File: src/rtl/mmc_arm_inserter.sv
// MMC arm inserter: turns a requested inserted-submodule count into per-submodule gate bits,
// slew-limited to one switching event per DWELL_CYC+1 cycles with rotating submodule usage.
module mmc_arm_inserter #(
    parameter int unsigned N_SM      = 8,
    parameter int unsigned LVL_W     = 7,
    parameter int unsigned DWELL_CYC = 2
) (
    input  logic             clk,
    input  logic             rst_n,
    input  logic             lvl_valid,
    output logic             lvl_ready,
    input  logic [LVL_W-1:0] lvl_target,
    output logic [N_SM-1:0]  sm_insert,
    output logic [LVL_W-1:0] n_inserted,
    output logic             busy,
    output logic             sat
);

    localparam int unsigned IDX_W = $clog2(N_SM);
    localparam int unsigned DW_W  = (DWELL_CYC > 2) ? $clog2(DWELL_CYC) : 1;

    typedef enum logic [0:0] {
        IDLE  = 1'b0,
        DWELL = 1'b1
    } state_t;

    state_t            state, state_n;
    logic [DW_W-1:0]   dwell_cnt, dwell_n;
    logic [IDX_W-1:0]  head, head_n;
    logic [IDX_W-1:0]  tail, tail_n;
    logic [LVL_W-1:0]  target_q, target_n;
    logic [LVL_W-1:0]  cnt_n;
    logic [N_SM-1:0]   sm_n;
    logic              sat_n;
    logic              busy_n;
    logic              switched;

    // Circular pointer advance with wrap at N_SM-1.
    function automatic logic [IDX_W-1:0] adv(input logic [IDX_W-1:0] p);
        return (p == IDX_W'(N_SM - 1)) ? '0 : p + IDX_W'(1);
    endfunction

    // Next-state: target capture, at most one switching event, dwell timing.
    always_comb begin
        state_n  = state;
        dwell_n  = dwell_cnt;
        head_n   = head;
        tail_n   = tail;
        sm_n     = sm_insert;
        cnt_n    = n_inserted;
        target_n = target_q;
        sat_n    = sat;
        switched = 1'b0;

        if (lvl_valid) begin
            if (lvl_target > LVL_W'(N_SM)) begin
                target_n = LVL_W'(N_SM);
                sat_n    = 1'b1;
            end else begin
                target_n = lvl_target;
                sat_n    = 1'b0;
            end
        end

        unique case (state)
            IDLE: begin
                if (n_inserted < target_q) begin
                    sm_n[head] = 1'b1;
                    head_n     = adv(head);
                    cnt_n      = n_inserted + LVL_W'(1);
                    switched   = 1'b1;
                end else if (n_inserted > target_q) begin
                    // Removing the oldest insertion keeps usage rotating around the arm.
                    sm_n[tail] = 1'b0;
                    tail_n     = adv(tail);
                    cnt_n      = n_inserted - LVL_W'(1);
                    switched   = 1'b1;
                end
            end
            DWELL: begin
                if (dwell_cnt == '0) begin
                    state_n = IDLE;
                end else begin
                    dwell_n = dwell_cnt - DW_W'(1);
                end
            end
            default: state_n = IDLE;
        endcase

        if (switched && (DWELL_CYC != 0)) begin
            state_n = DWELL;
            dwell_n = DW_W'(DWELL_CYC - 1);
        end

        busy_n = (cnt_n != target_n) || (state_n == DWELL);
    end

    // State and registered outputs.
    always_ff @(posedge clk or negedge rst_n) begin
        if (!rst_n) begin
            state      <= IDLE;
            dwell_cnt  <= '0;
            head       <= '0;
            tail       <= '0;
            target_q   <= '0;
            sm_insert  <= '0;
            n_inserted <= '0;
            sat        <= 1'b0;
            busy       <= 1'b0;
            lvl_ready  <= 1'b0;
        end else begin
            state      <= state_n;
            dwell_cnt  <= dwell_n;
            head       <= head_n;
            tail       <= tail_n;
            target_q   <= target_n;
            sm_insert  <= sm_n;
            n_inserted <= cnt_n;
            sat        <= sat_n;
            busy       <= busy_n;
            lvl_ready  <= 1'b1;
        end
    end

endmodule

File: config.mk
export PLATFORM = sky130hd
export DESIGN_NAME = mmc_arm_inserter
export DESIGN_NICKNAME = d
export VERILOG_FILES = /design/src/rtl/mmc_arm_inserter.sv
export SDC_FILE = /design/constraint.sdc
export NUM_CORES = 1
export LEC_CHECK = 0
export CAP_MARGIN = 10
export CORE_ASPECT_RATIO = 1.75
export CORE_MARGIN = 3
export CORE_UTILIZATION = 46
export CTS_CLUSTER_DIAMETER = 150
export CTS_CLUSTER_SIZE = 28
export DETAILED_ROUTE_END_ITERATION = 10
export HOLD_SLACK_MARGIN = 0.03
export PLACE_DENSITY = 0.7
export SYNTH_ARGS = -nofsm -noshare
export SYNTH_HDL_FRONTEND = slang
export SYNTH_SLANG_ARGS = --single-unit
File: constraint.sdc
create_clock -name clk -period 4.05 [get_ports clk]
set_input_delay 0.6075 -clock clk [delete_from_list [all_inputs] [get_ports clk]]
set_output_delay 0.6075 -clock clk [all_outputs]
set_load 0.02 [all_outputs]
==> results.sh, run 1 <==
export IMPL_status="complete, no violations"
export IMPL_synth_edf_count=0
export IMPL_area_sequential_um2=825.8
export IMPL_syn_num_nets=207
export IMPL_wirelength_um=4060
export IMPL_fmax_ghz=0.3027
export IMPL_drc=0
export IMPL_startpoint_type="register"
export IMPL_start_util=0.4792
export IMPL_area_growth_pct=21.54
export IMPL_clkPwrFrac=0.149
export IMPL_cpPeakStageDelay_ps=520
export IMPL_nNetsFinal=235
export IMPL_port_buffers=27
export IMPL_vias_per_cell=5.640
export IMPL_worst_slew_pin_slew_ps=735.3
export IMPL_power_switching_mw=0.8064
export IMPL_setup_viol=0
export IMPL_worst_slack_ps=746.0
export IMPL_hold_buffers=0
export IMPL_crit_required_ps=4210
export IMPL_seqPwrFrac=0.340
export IMPL_cp_end_kind="register"
export IMPL_rsz0062_at_grt="no"
export IMPL_critPathSlowestCell="or4b_1"
export IMPL_die_h_um=90.36
export IMPL_slew_viol_final=0
export IMPL_insertion_delay_ps=290
export IMPL_p_sw_frac=0.4373
export IMPL_cts_setup_buffers=0
export IMPL_dp_final_hpwl_um=3157
export IMPL_ys_async_sr_fraction=1.000
export IMPL_drtIter0Drc=20
export IMPL_critPathMaxFanout=8
export IMPL_core_um2=3904
export IMPL_drtAntennaViolNets=0
export IMPL_use_met1=0.1974
export IMPL_cp_common_cell="or4_1"
export IMPL_min_path_type="reg -> reg"
export IMPL_top_usage_layer="met2"
export IMPL_grtUsageTotal=0.1909
export IMPL_cts_resized=0
export IMPL_critPathKind="reg -> reg"
export IMPL_fillers=354
export IMPL_finalNonFillerCells=261
export IMPL_multi_input_area_um2=967.2
export IMPL_routedWlPerCell_um=15.56
export IMPL_peakVddDrop_mv=0.5814
export IMPL_rrSetupSlack_ps=750
export IMPL_cts_tree="done"
export IMPL_period_share=0.8158
export IMPL_vias=1472
export IMPL_grt_use_met2=0.3270
export IMPL_cts_max_path_buffers=2
export IMPL_grt_ovfl_total=0
export IMPL_routabilityCongestion=0.9240
export IMPL_post_place_cells=253
export IMPL_maxSlewHeadroom=0.5061
export IMPL_yosysTopAreaCellShare=0.4415
export IMPL_num_rows=30
export IMPL_holdWs_ps=503.6
export IMPL_path_buf_inv=0
export IMPL_fin_skew_ps=4.244
export IMPL_ys_flop_type="dfrtp_1"
export IMPL_setup_tns_ps=0
export IMPL_ioPinCount=28
export IMPL_yosys_register_bits=33
export IMPL_place_ws_ps=770.9
export IMPL_yosysWarnings=0
export IMPL_antenna_found_initial=0
export IMPL_p_per_area_nw_per_um2=811.1
export IMPL_die_x_um=54.21
export IMPL_cts_root_buf="clkbuf_8"
export IMPL_synthTopCellsByArea="dfrtp_1 (44%), ha_1 (8.7%), xnor2_1 (5.2%)"
export IMPL_p_int_mw=1.038
export IMPL_crit_family="simple AND/OR/NAND/NOR gates"
export IMPL_yosysTopAreaCell="dfrtp_1"
export IMPL_finalHoldViolations=0
export IMPL_grt_pass1_wl_um=6996
export IMPL_grt_pass1_vias=1556
export IMPL_syn_cell_area_um2=1871
export IMPL_die_area_um2=4898
export IMPL_grtUsageMet3=0.05455
export IMPL_combPwrFrac=0.512
export IMPL_crit_chain="ha_1 -> and4_4 -> and4_1 -> or4b_1 -> mux2_4 -> xnor2_1 -> or4_1 -> or4_1"
export IMPL_leakage_nw=0.9574
export IMPL_numCtsBuffers=5
export IMPL_antenna_cells=0
export IMPL_fin_crit_ps=3304
export IMPL_syn_area_per_cell_um2=10.17
export IMPL_ys_types=40
export IMPL_synth_seq_area_share=0.4415
export IMPL_syn_inst=184
export IMPL_cts_max_level=2
export IMPL_drv_cap=0
export IMPL_crit_arrival_ps=3460
export IMPL_clk_pin_slew_ps=70
export IMPL_drive_above_1_share=0.07981
export IMPL_first_pass_iters=4
export IMPL_clkSinkCount=33
export IMPL_grt_max_degree=34
## cell usage after synthesis, types with 4 or more instances
master and count:
o31ai_1 5, xnor2_1 11, clkbuf_1 4, inv_1 11, nand2_1 15, a21oi_1 6
mux2i_1 4, nor2_1 10, ha_1 13, nand2b_1 4, dfrtp_1 33, o21ai_0 17
nand3_1 6, nor3_1 4, xor2_1 6
## cell families (layout without fill, tap and decap cells)
group | Yosys count | after routing | share of synthesized area
simple gates | 57 | 57 | 0.1699
buf+inv | 18 | 47 | 0.04146
mux | 9 | 9 | 0.05953
fa+ha+maj | 13 | 13 | 0.08696
xor+xnor | 17 | 17 | 0.07960
flops | 33 | 33 | 0.4415
other cells | 1 | 1 | 0.002005
compound gates | 36 | 36 | 0.1191
## final cells by class
| type | instances | area share |
|---|---|---|
| Clock buffer | 7 | 0.04238 |
| Inverter | 11 | 0.01816 |
| Clock inverter | 1 | 0.002201 |
| Multi-Input combinational cell | 133 | 0.4254 |
| Timing Repair Buffer | 28 | 0.1222 |
| Tap cell | 48 | 0.02642 |
| Sequential cell | 33 | 0.3632 |
## tightest hold or removal path: cells and delay by family (launching register included)
family	cells	cell delay [ps]
flops	1	340
compound gates	2	130
## per-stage QoR
stage	area, um2	power (mW)	utilization
2_1_floorplan	1871	1.247	-
3_3_place_gp	2172	1.547	0.5564
3_5_place_dp	2172	1.577	0.5564
4_1_cts	2273	1.855	0.5824
5_1_grt	2273	1.994	0.5824
6_report	2273	1.844	0.5824
## per-layer routing
layer	part of all wire	up-vias
met4	0.041	0
met2	0.54	46
met1	0.38	702
met5	0	-
met3	0.044	16
li1	-	708
## registers in the layout, indices dropped and copies added, names as in the netlist
| signal | count |
|---|---|
| sat | 1 |
| target_q | 7 |
| head | 3 |
| state | 1 |
| dwell_cnt | 1 |
| n_inserted | 7 |
| busy | 1 |
| tail | 3 |
| lvl_ready | 1 |
| sm_insert | 8 |
## cell usage in the layout, fill, tap and decap left out, drive strengths merged, types with 2 or more instances in the layout
master | netlist | layout
nor4 | 3 | 3
clkbuf | 5 | 7
nor2b | 2 | 2
nand2b | 4 | 4
o31ai | 5 | 5
nand3 | 6 | 6
dfrtp | 33 | 33
clkdlybuf4s50 | 0 | 27
o41ai | 3 | 3
o21ai | 18 | 18
nor3 | 4 | 4
inv | 11 | 11
xnor2 | 11 | 11
xor2 | 6 | 6
nor2 | 10 | 10
and4 | 3 | 3
ha | 13 | 13
nand2 | 15 | 15
mux2 | 4 | 4
nand3b | 2 | 2
mux2i | 5 | 5
a21oi | 7 | 7
or4 | 3 | 3
## power groups by stage
stage | Sequential (mW) | Combinational (mW) | Clock (mW)
final | 0.627 | 0.943 | 0.274
after global routing | 0.652 | 1.05 | 0.291
after CTS | 0.626 | 0.951 | 0.279
after detailed placement | 0.632 | 0.945 | 0
after global placement | 0.621 | 0.926 | 0
after floorplan | 0.662 | 0.585 | 0
## worst paths after layout
path / start / to / depth (start not counted)
max reg2reg: n_inserted[4]$_DFF_PN0_ / busy$_DFF_PN0_ / 8
max in group asynchronous: rst_n / target_q[6]$_DFF_PN0_ / 2
min: sm_insert[0]$_DFFE_PN0P_ / sm_insert[0]$_DFFE_PN0P_ / 2
min reg2reg: sm_insert[0]$_DFFE_PN0P_ / sm_insert[0]$_DFFE_PN0P_ / 2
max: n_inserted[4]$_DFF_PN0_ / busy$_DFF_PN0_ / 8
min in group asynchronous: rst_n / sm_insert[6]$_DFFE_PN0P_ / 2
(Power assumes the default switching activity.)
==> inputs of run 2 (changes only) <==
- PLACE_DENSITY: 0.7 -> 0.72
- clock period: 4.05 -> 2.8 ns (I/O delays scaled with it)
==> results.sh, run 2 (synthesis results as in run 1) <==
export IMPL_nNetsFinal=268
export IMPL_setup_viol=1
export IMPL_cts_max_level=2
export IMPL_placed_area_um2=2461
export IMPL_min_path_type="reg -> reg"
export IMPL_hold_buffers=0
export IMPL_grt_ovfl_total=0
export IMPL_critPathKind="reg -> reg"
export IMPL_grt_pass1_vias=1751
export IMPL_crit_required_ps=2950
export IMPL_reg_top3="sm_insert: 8 flops, n_inserted: 7 flops, target_q: 7 flops"
export IMPL_vias_per_cell=5.597
export IMPL_slew_viol_final=0
export IMPL_routedWlPerCell_um=16.46
export IMPL_startpoint_type="register"
export IMPL_die_x_um=54.21
export IMPL_grtUsageTotal=0.2244
export IMPL_cts_tree="done"
export IMPL_final_common_cell="buf_4"
export IMPL_antenna_found_initial=0
export IMPL_fmax_ghz=0.3441
export IMPL_die_area_um2=4898
export IMPL_cp_end_kind="register"
export IMPL_clk_pin_slew_ps=70
export IMPL_drtIter0Drc=40
export IMPL_grt_max_degree=34
export IMPL_critPathSlowestCell="or4_4"
export IMPL_violations="setup timing"
export IMPL_period_share=1.038
export IMPL_grt_pass1_wl_um=8093
export IMPL_largest_reg_flops=8
export IMPL_post_place_cells=283
export IMPL_routabilityCongestion=0.8702
export IMPL_regMostFlops="sm_insert"
export IMPL_cpPeakStageDelay_ps=520
export IMPL_wirelength_um=4823
export IMPL_fin_total_pwr_mw=2.994
export IMPL_critPathMaxFanout=4
export IMPL_fin_crit_ps=2906
export IMPL_num_rows=30
export IMPL_drtAntennaViolNets=0
export IMPL_drive_above_1_share=0.2612
export IMPL_antenna_cells=0
export IMPL_crit_family="simple AND/OR/NAND/NOR gates"
export IMPL_finalHoldViolations=0
export IMPL_leakage_nw=1.101
export IMPL_status="finished, violations left"
export IMPL_finalNonFillerCells=293
export IMPL_area_growth_pct=37.39
export IMPL_cp_common_cell="or4_1"
export IMPL_rrSetupSlack_ps=-110
export IMPL_crit_arrival_ps=3060
export IMPL_clkSinkCount=33
export IMPL_design_area_um2=2570
export IMPL_insertion_delay_ps=280
export IMPL_crit_chain="or4_4 -> or4b_1 -> mux2_4 -> xnor2_1 -> or4_1 -> or4_1"
export IMPL_port_buffers=27
export IMPL_dp_final_hpwl_um=3823
export IMPL_drv_cap=0
export IMPL_ioPinCount=28
export IMPL_core_um2=3904
export IMPL_numCtsBuffers=5
export IMPL_path_buf_inv=0
export IMPL_die_h_um=90.36
export IMPL_first_pass_iters=4
export IMPL_cts_max_path_buffers=2
export IMPL_rsz0062_at_grt="yes"
export IMPL_cts_root_buf="clkbuf_8"
export IMPL_vias=1640
export IMPL_p_per_area_nw_per_um2=1165
export IMPL_worst_slack_ps=-105.8
export IMPL_start_util=0.4792
export IMPL_drc=0
export IMPL_fin_skew_ps=5.311
export IMPL_final_cell_mix="buf_4 (34), dfrtp_1 (27), clkdlybuf4s50_1 (27)"
export IMPL_peakVddDrop_mv=0.7903
-- run 2: changes by cell type in the layout (fill, tap and decap cells not counted), sizes merged --
| cell | previous run | this run |
|---|---|---|
| buf | 1 | 34 |
| clkinv | 1 | 0 |
-- run 2: final cells by class --
cell class	count	area (um2)
clock buffers	7	86.33
well taps	48	60.06
repair buffers	61	525.5
flip-flops and latches	33	833.3
multi-input cells	133	1021
inverters	11	43.79
fillers	333	1334
-- run 2: worst paths after layout --
| kind | from | depth (start not counted) | end |
|---|---|---|---|
| setup / recovery | n_inserted[4]$_DFF_PN0_ | 6 | busy$_DFF_PN0_ |
| hold / removal | sm_insert[1]$_DFFE_PN0P_ | 2 | sm_insert[1]$_DFFE_PN0P_ |
| setup reg to reg | n_inserted[4]$_DFF_PN0_ | 6 | busy$_DFF_PN0_ |
| hold reg to reg | sm_insert[1]$_DFFE_PN0P_ | 2 | sm_insert[1]$_DFFE_PN0P_ |
| max in group asynchronous | rst_n | 2 | n_inserted[5]$_DFF_PN0_ |
| min in group asynchronous | rst_n | 2 | tail[2]$_DFFE_PN0P_ |
-- run 2: where the power goes --
part           leakage, nW  total, mW  internal [mW]  switching (mW)
registers            0.387      0.847          0.662           0.185
clock network       0.0443      0.363          0.195           0.168
logic                0.670       1.78          0.875           0.909
-- run 2: worst min-delay path: stages (launching register included) --
cell and delay (ps):
dfrtp_1 350, o31ai_1 70, o41ai_1 60
-- run 2: metal layers --
metal,share of wire,global-route usage,vias to the layer above
met5,0,0,-
met4,0.052,0.1331,0
met3,0.044,0.05455,19
met2,0.56,0.3940,62
met1,0.34,0.2188,795
li1,-,-,764
-- run 2: per-stage QoR --
stage          utilization  TNS [ps]  hold slack, ps  worst slack, ps
4_1_cts             0.6564    -75.83           507.3           -75.83
5_1_grt             0.6583    -189.2           530.0           -189.2
3_3_place_gp        0.6304    -105.7           480.5           -105.7
2_1_floorplan            -    -257.5           124.4           -257.5
3_5_place_dp        0.6304    -168.8           491.0           -168.8
6_report            0.6583    -105.8           515.5           -105.8
-- run 2: repair_timing --
item | CTS | global route
resized for setup | 3 | 1
hold endpoints to repair | 0 | 0
pin swaps | 1 | 0
endpoints found under the setup margin | 1 | 1
buffers inserted | 2 | 1
